$ cat config.mk
export PLATFORM = sky130hd
export DESIGN_NAME = watchdog_timeout_handler_flat
export DESIGN_NICKNAME = d
export VERILOG_FILES = /design/src/rtl/watchdog_timeout_handler_if.sv /design/src/rtl/watchdog_timeout_handler.sv /design/src/flat_wrapper.sv
export SDC_FILE = /design/constraint.sdc
export NUM_CORES = 1
export LEC_CHECK = 0
export CAP_MARGIN = 0
export CORE_MARGIN = 8
export CORE_UTILIZATION = 45
export CTS_BUF_LIST = sky130_fd_sc_hd__clkbuf_2
export DETAILED_ROUTE_END_ITERATION = 8
export PLACE_DENSITY_LB_ADDON = 0.15
export SYNTH_ARGS = -nofsm -noshare
export SYNTH_HDL_FRONTEND = slang
export SYNTH_SLANG_ARGS = --single-unit
$ cat constraint.sdc
create_clock -name clk -period 1.4 [get_ports clk]
set_input_delay 0.28 -clock clk [delete_from_list [all_inputs] [get_ports clk]]
set_output_delay 0.28 -clock clk [all_outputs]
set_load 0.01 [all_outputs]
$ cat src/rtl/watchdog_timeout_handler_if.sv
// Watchdog handler signal bundle: time-out/acknowledge inputs and handler status outputs.
interface watchdog_timeout_handler_if #(
  parameter int GRACE_WIDTH = 8
);
  logic                   timeout;
  logic                   shutdown_ack;
  logic                   shutdown_req;
  logic                   force_stop;
  logic [1:0]             handler_state;
  logic [GRACE_WIDTH-1:0] grace_remaining;
  logic [7:0]             timeout_count;

  // Handler side
  modport slave (
    input  timeout,
    input  shutdown_ack,
    output shutdown_req,
    output force_stop,
    output handler_state,
    output grace_remaining,
    output timeout_count
  );

  // Environment side
  modport master (
    output timeout,
    output shutdown_ack,
    input  shutdown_req,
    input  force_stop,
    input  handler_state,
    input  grace_remaining,
    input  timeout_count
  );
endinterface

$ cat src/rtl/watchdog_timeout_handler.sv
// Watchdog time-out handler: synchronizes the time-out level, requests a graceful
// shutdown on each rising edge and escalates to a sticky forced stop when the
// acknowledge does not arrive within the grace period.
module watchdog_timeout_handler #(
  parameter int GRACE_CYCLES = 100,
  parameter int GRACE_WIDTH  = 8
) (
  input  logic                         clk,
  input  logic                         reset,
  watchdog_timeout_handler_if.slave    bus
);

  typedef enum logic [1:0] {
    IDLE   = 2'd0,
    REQ    = 2'd1,
    DONE   = 2'd2,
    FORCED = 2'd3
  } state_t;

  localparam logic [GRACE_WIDTH-1:0] GRACE_LOAD = GRACE_WIDTH'(GRACE_CYCLES);

  state_t                 state_q, state_d;
  logic [GRACE_WIDTH-1:0] grace_q, grace_d;
  logic [7:0]             count_q, count_d;
  logic                   sync1_q, sync1_d;
  logic                   sync2_q, sync2_d;
  logic                   prev_q, prev_d;
  logic                   rise;

  // Synchronizer, edge history and saturating edge counter next values
  always_comb begin
    sync1_d = bus.timeout;
    sync2_d = sync1_q;
    prev_d  = sync2_q;
    rise    = sync2_q & ~prev_q;
    count_d = count_q;
    if (rise && (count_q != 8'hFF)) begin
      count_d = count_q + 8'd1;
    end
  end

  // State register and all other flops, synchronous reset has priority
  always_ff @(posedge clk) begin
    if (reset) begin
      state_q <= IDLE;
      grace_q <= '0;
      count_q <= '0;
      sync1_q <= 1'b0;
      sync2_q <= 1'b0;
      prev_q  <= 1'b0;
    end else begin
      state_q <= state_d;
      grace_q <= grace_d;
      count_q <= count_d;
      sync1_q <= sync1_d;
      sync2_q <= sync2_d;
      prev_q  <= prev_d;
    end
  end

  // Next-state and grace counter logic; acknowledge wins over expiry in REQ
  always_comb begin
    state_d = state_q;
    grace_d = grace_q;
    unique case (state_q)
      IDLE: begin
        if (rise) begin
          state_d = REQ;
          grace_d = GRACE_LOAD;
        end
      end
      REQ: begin
        if (bus.shutdown_ack) begin
          state_d = DONE;
        end else if (grace_q == '0) begin
          state_d = FORCED;
        end else begin
          grace_d = grace_q - GRACE_WIDTH'(1);
        end
      end
      DONE: begin
        if (!sync2_q) begin
          state_d = IDLE;
        end
      end
      FORCED: begin
        state_d = FORCED;
      end
      default: begin
        state_d = IDLE;
      end
    endcase
  end

  // Outputs decoded from registered state only
  always_comb begin
    bus.shutdown_req    = (state_q == REQ);
    bus.force_stop      = (state_q == FORCED);
    bus.handler_state   = state_q;
    bus.grace_remaining = grace_q;
    bus.timeout_count   = count_q;
  end

endmodule

$ cat src/flat_wrapper.sv
// flat-port wrapper written by rule: the top's interface ports become plain ports
module watchdog_timeout_handler_flat 
#(
  parameter int GRACE_CYCLES = 100,
  parameter int GRACE_WIDTH  = 8
)
  (clk, reset, bus_timeout, bus_shutdown_ack, bus_shutdown_req, bus_force_stop, bus_handler_state, bus_grace_remaining, bus_timeout_count);
  watchdog_timeout_handler_if #(.GRACE_WIDTH(GRACE_WIDTH)) bus_i ();
  input  logic clk;
  input  logic reset;
  input wire logic [$bits(bus_i.timeout)-1:0] bus_timeout;
  input wire logic [$bits(bus_i.shutdown_ack)-1:0] bus_shutdown_ack;
  output wire logic [$bits(bus_i.shutdown_req)-1:0] bus_shutdown_req;
  output wire logic [$bits(bus_i.force_stop)-1:0] bus_force_stop;
  output wire logic [$bits(bus_i.handler_state)-1:0] bus_handler_state;
  output wire logic [$bits(bus_i.grace_remaining)-1:0] bus_grace_remaining;
  output wire logic [$bits(bus_i.timeout_count)-1:0] bus_timeout_count;
  assign bus_i.timeout = bus_timeout;
  assign bus_i.shutdown_ack = bus_shutdown_ack;
  assign bus_shutdown_req = bus_i.shutdown_req;
  assign bus_force_stop = bus_i.force_stop;
  assign bus_handler_state = bus_i.handler_state;
  assign bus_grace_remaining = bus_i.grace_remaining;
  assign bus_timeout_count = bus_i.timeout_count;
  watchdog_timeout_handler #(.GRACE_CYCLES(GRACE_CYCLES), .GRACE_WIDTH(GRACE_WIDTH)) u_core (.clk(clk), .reset(reset), .bus(bus_i));
endmodule
======== Word level (Yosys, flattened, before mapping) ========
Index checks and enable logic that the tools add are counted.
operators by class
  divide/modulo/power cells ............... 0
  reduce and logical (&&, ||, !) cells .... 6
  equal/unequal tests ..................... 9
  shift-type cells ........................ 0
  magnitude comparators ................... 0
  multiplexer cells ....................... 9
  add/subtract/negate cells ............... 2
  bitwise operators ....................... 2
  $mul .................................... 0
operators by type and width
  operator               count
  $mux W8                3
  $pmux W8 S2            1
  $add A8 B1 Y8 const B  1
  $logic_not A8 Y1       1
  $mux W2                4
  $ne A8 B8 Y1 const B   1
  $pmux W2 S4            1
  $sub A8 B1 Y8 const B  1
  $ne A2 B2 Y1 const B   3
  $eq A2 B2 Y1 const B   2
  $reduce_and A4 Y1      1
  $ne A3 B2 Y1 const B   1
  $reduce_and A3 Y1      1
  $eq A2 B1 Y1 const B   1
  $logic_not A2 Y1       1
  $ne A2 B1 Y1 const B   1
  $reduce_bool A2 Y1     1
  $and A1 B1 Y1          1
  $logic_and A1 B1 Y1    1
  $not A1 Y1             1
word-level totals
  memories ................................ 0
  output and inout port bits .............. 20
  ROM bits ................................ 0
  RAM bits ................................ 0
  logic and storage cells ................. 34
  register bits after elaboration ......... 21
  bits of input ports ..................... 4
  bits in latches ......................... 0

======== Logic depth before layout (Yosys ltp) ========
  depth in word-level cells ............... 4
  depth in mapped cells ................... 7
  gate-level depth less buffers ........... 6

======== Least setup slack after synthesis ========
Ideal clock, no wire load.
  path type ............................... register to register
  from .................................... reg u_core.grace_q[0] (netlist: u_core.bus.grace_remaining[0])
  to ...................................... reg u_core.grace_q[0] (netlist: u_core.bus.grace_remaining[0])
  library setup time ...................... 0.119 ns
  period minus slack after synthesis ...... 1.600 ns
  setup slack ............................. -0.200 ns
  cell stages (with the launch flop) ...... 8
  data required time ...................... 1.281 ns
  data arrival time ....................... 1.480 ns
  buffers on the path ..................... 1
  path through ............................ dfxtp_1 inv_1 ha_1 or3b_1 clkbuf_1 o21a_4 xnor2_1 nor2_1
between the ends
  word-level cells in the longest chain between the ends .. 4
  elaborated cells between the ends (all ways) .. 7
  classes of those cells .................. add/sub (1); eq/ne (1); mux (3); reduce/logical (2)
ends and longest elaborated chain
  what                      RTL line                        source
  start: declaration        watchdog_timeout_handler.sv:23  logic [GRACE_WIDTH-1:0] grace_q, grace_d;
  start signal: assignment  watchdog_timeout_handler.sv:53  grace_q <= grace_d;
  $sub A8 B1 Y8             watchdog_timeout_handler.sv:78  grace_d = grace_q - GRACE_WIDTH'(1);
  $mux W8                   watchdog_timeout_handler.sv:75  end else if (grace_q == '0) begin
  $mux W8                   watchdog_timeout_handler.sv:73  if (bus.shutdown_ack) begin
  $pmux W8 S2               watchdog_timeout_handler.sv:65  unique case (state_q)
Several ways; a longest one is shown, not always the timed one. The select of a mux whose other input is x is not followed.
A chain may end at the register's enable or synchronous reset.

======== Worst setup path in the final report ========
  from .................................... reg u_core.grace_q[1] (netlist: u_core.bus.grace_remaining[1])
  to ...................................... reg u_core.grace_q[4] (netlist: u_core.bus.grace_remaining[4])
Same word-level chain as after synthesis.

==> reports/results.ini <==
[placement]
dp_hpwl_mm = 1.695
dp_slack_ns = -0.1998
place_inst = 173
port_buffers = 23
dpl_cell_area_um2 = 1386
gp_congestion = 0.8324

[worst_setup_path]
cp-end-kind = register
crit_arrival_ns = 1.82
endpoint = u_core.bus.grace_remaining[4]
r2r_end = u_core.bus.grace_remaining[4]
cp.required_ns = 1.64
timing.rr.start = u_core.bus.grace_remaining[1]
crit_slowest_cell = or3b_4
start_kind = register
r2r_setup_slack_ns = -0.18
crit_type = reg -> reg
crit_chain = inv_4 -> ha_4 -> or3b_4 -> o211ai_1 -> xor2_1 -> nor2_1
crit_path_start = u_core.bus.grace_remaining[1]
cpPeakStageDelay_ns = 0.42
rr_worst_depth = 6
worst-path-max-fanout = 7

[power]
leakagePower_nw = 0.7195
p_int_uw = 772.6
swShare = 0.2788
power.density_nw_per_um2 = 637.5
p_seq_frac = 0.570
p_sw_uw = 298.7
peakVddDrop_mv = 0.6699
p_total_mw = 1.071
p_comb_frac = 0.177
p_clk_frac = 0.253

[drt]
drcViolationCount = 0
dr.pass1.iters = 4
vias = 1048
drt-vias-per-instance = 5.402
routed_wl_mm = 3.348
detail_route.wl_per_cell_um = 17.26
final_antenna_net_count = 0
drt_iter0_drc = 37

[synth]
synth_compound_area_frac = 0.1279
synth_top_family_by_area = simple AND/OR/NAND/NOR gates
syn_area_um2 = 968.4
ys.warnings.count = 0
yosysTopAreaCell = dfxtp_1
ys_types = 33
yosysSeqAreaShare = 0.4341
synth_xor_area_frac = 0.09044
synth_adder_area_share = 0.03876
yosys.area.top_type_share = 0.4341
synth_cells = 105
yosys-mux-area-fraction = 0.03101
ys_top_cells_by_area = dfxtp_1, xor2_1, nor2_1, ha_1, a21oi_1
synthSimpleGateAreaFrac = 0.2584
ys_seq_elements = 21
synth_fp_nets = 112
syn_avg_cell_area_um2 = 9.223

[clock_network]
cts_tree = yes
cts_made_buffers = 3
root_buffer = clkbuf_2
path_clk_slew_ns = 0.21
insertion_delay_ns = 0.34
clkSinkCount = 21
htree_levels = 1
cts_buffer_depth = 2

[cells_and_area]
final_util = 0.8394
fillers = 113
finalNetCount = 175
layout-drive-gt1-share = 0.5389
multi_input_area_um2 = 656.9
area_growth_pct = 73.51
diodes = 0
finalInstanceArea_um2 = 1680
regArea_um2 = 462.9
fin_cells = 194

[timing]
hold_viol = 0
tightest_slew_ns = 0.3055
slew_headroom = 0.7946
maxSlewViolCount = 0
hold_ws_ns = 0.4602
finClkSkew_ns = 0.01118
setup_viol = 12
period_needed_ns = 1.580
rsz0062_at_grt = true
max_freq_mhz = 632.9
fin_crit_sh = 1.129
fin_ws_ns = -0.1800
finalSetupTns_ns = -1.038

[die]
dieArea_um2 = 3893
initial_core_util = 0.4838
core_area_um2 = 2002
row_count = 16
io_pins = 24
die_y_um = 62.39
die_w_um = 62.39

[global_routing]
grt_pass1_wl_mm = 4.609
grt_pass1_vias = 1019
antenna_found_initial = 0
grtUsageTotal = 0.1393
grt_max_degree = 17
grt-ovfl-total = 0

[min_path]
hold_class = in -> reg

[outcome]
status = complete, but fails checks
violations = negative setup slack

[run]
cap_violations = 0

-- cells in the mapped netlist --
library cell	count
nor4bb_1	1
nor3b_1	2
and3_1	1
nand2_1	3
nor2_1	13
mux2i_1	3
nand2b_1	2
o21a_4	1
or3_1	1
o21ai_2	1
nand4_1	3
nor2b_1	5
nor4_1	1
a211oi_2	1
nand3b_1	1
xor2_1	9
or4_1	1
clkbuf_1	2
or3b_1	1
and2b_1	1
dfxtp_1	21
nand3_1	3
and2_1	1
xnor2_1	1
a21oi_1	7
nor3_1	4
o211ai_1	4
inv_1	3
o31ai_1	1
or4_4	1
ha_1	3
o21ai_0	2
o21ai_1	1
-- kinds of logic after synthesis --
family | count (synthesis)
and+or+nand+nor | 45
DFF | 21
AOI/OAI and AO/OA | 18
xor gates and xnor gates | 10
buffers and inverters | 5
muxes | 3
adders and majority gates | 3
-- state kept, by name, summed over array words and instances (netlist names) --
name                        count
u_core.bus.grace_remaining      8
u_core.bus.handler_state        2
u_core.bus.timeout_count        8
u_core.prev_d                   1
u_core.prev_q                   1
u_core.sync1_q                  1
-- routing by layer --
metal | vias up | wire (µm) | global-route usage
met4 | 0 | 96 | 0.03419
met1 | 514 | 1431 | 0.1646
met5 | - | 0 | 0
met3 | 10 | 160 | 0.03226
met2 | 30 | 1659 | 0.2458
li1 | 494 | - | -
-- critical path, delay by kind of cell (launching register included) --
| family | cells | cell delay (ns) |
|---|---|---|
| buffers and inverters | 1 | 0.07 |
| DFF | 1 | 0.38 |
| xor gates and xnor gates | 1 | 0.17 |
| and+or+nand+nor | 2 | 0.48 |
| adders and majority gates | 1 | 0.11 |
| AOI/OAI and AO/OA | 1 | 0.27 |
-- what timing repair did --
action	CTS	global route
hold buffers	0	0
setup endpoints to repair	32	23
gates resized for setup	59	39
pin swaps	14	21
gates cloned	0	0
setup buffers	12	10
-- layout by cell type (no fill, tap or decap), types with 3 or more instances in the layout --
master	count
buf_4	30
nor2_1	12
clkbuf_2	11
dfxtp_2	10
xor2_1	9
dlygate4sd2_1	9
buf_6	9
dfxtp_4	8
a21oi_1	6
o211ai_1	4
nor2b_1	4
nand4_1	3
mux2i_1	3
nand2_1	3
nor3_1	3
clkdlybuf4s50_1	3
dfxtp_1	3
-- final cells by class --
| type | instances | share of cell area |
|---|---|---|
| multi-input combinational | 79 | 0.3909 |
| timing repair buffer | 60 | 0.2919 |
| inverter | 3 | 0.009680 |
| clock buffer | 4 | 0.01191 |
| tap | 27 | 0.02010 |
| sequential | 21 | 0.2755 |
-- worst min path at each step --
stage / depth (start not counted) / endpoint / from
after floorplan: 1 / u_core.bus.timeout_count[5] / reset
after CTS: 1 / u_core.prev_d / u_core.sync1_q
after global placement: 1 / u_core.prev_d / u_core.sync1_q
final: 2 / u_core.sync1_q / bus_timeout
after detailed placement: 1 / u_core.prev_d / u_core.sync1_q
after global routing: 1 / u_core.prev_d / u_core.sync1_q
-- power groups by stage --
| stage | Sequential (mW) | Combinational [mW] | Clock (mW) |
|---|---|---|---|
| after global placement | 0.637 | 0.140 | 0 |
| after detailed placement | 0.637 | 0.142 | 0 |
| final | 0.611 | 0.189 | 0.271 |
| after global routing | 0.612 | 0.202 | 0.290 |
| after CTS | 0.617 | 0.161 | 0.264 |
| after floorplan | 0.645 | 0.0655 | 0 |
(Power assumes the default switching activity.)
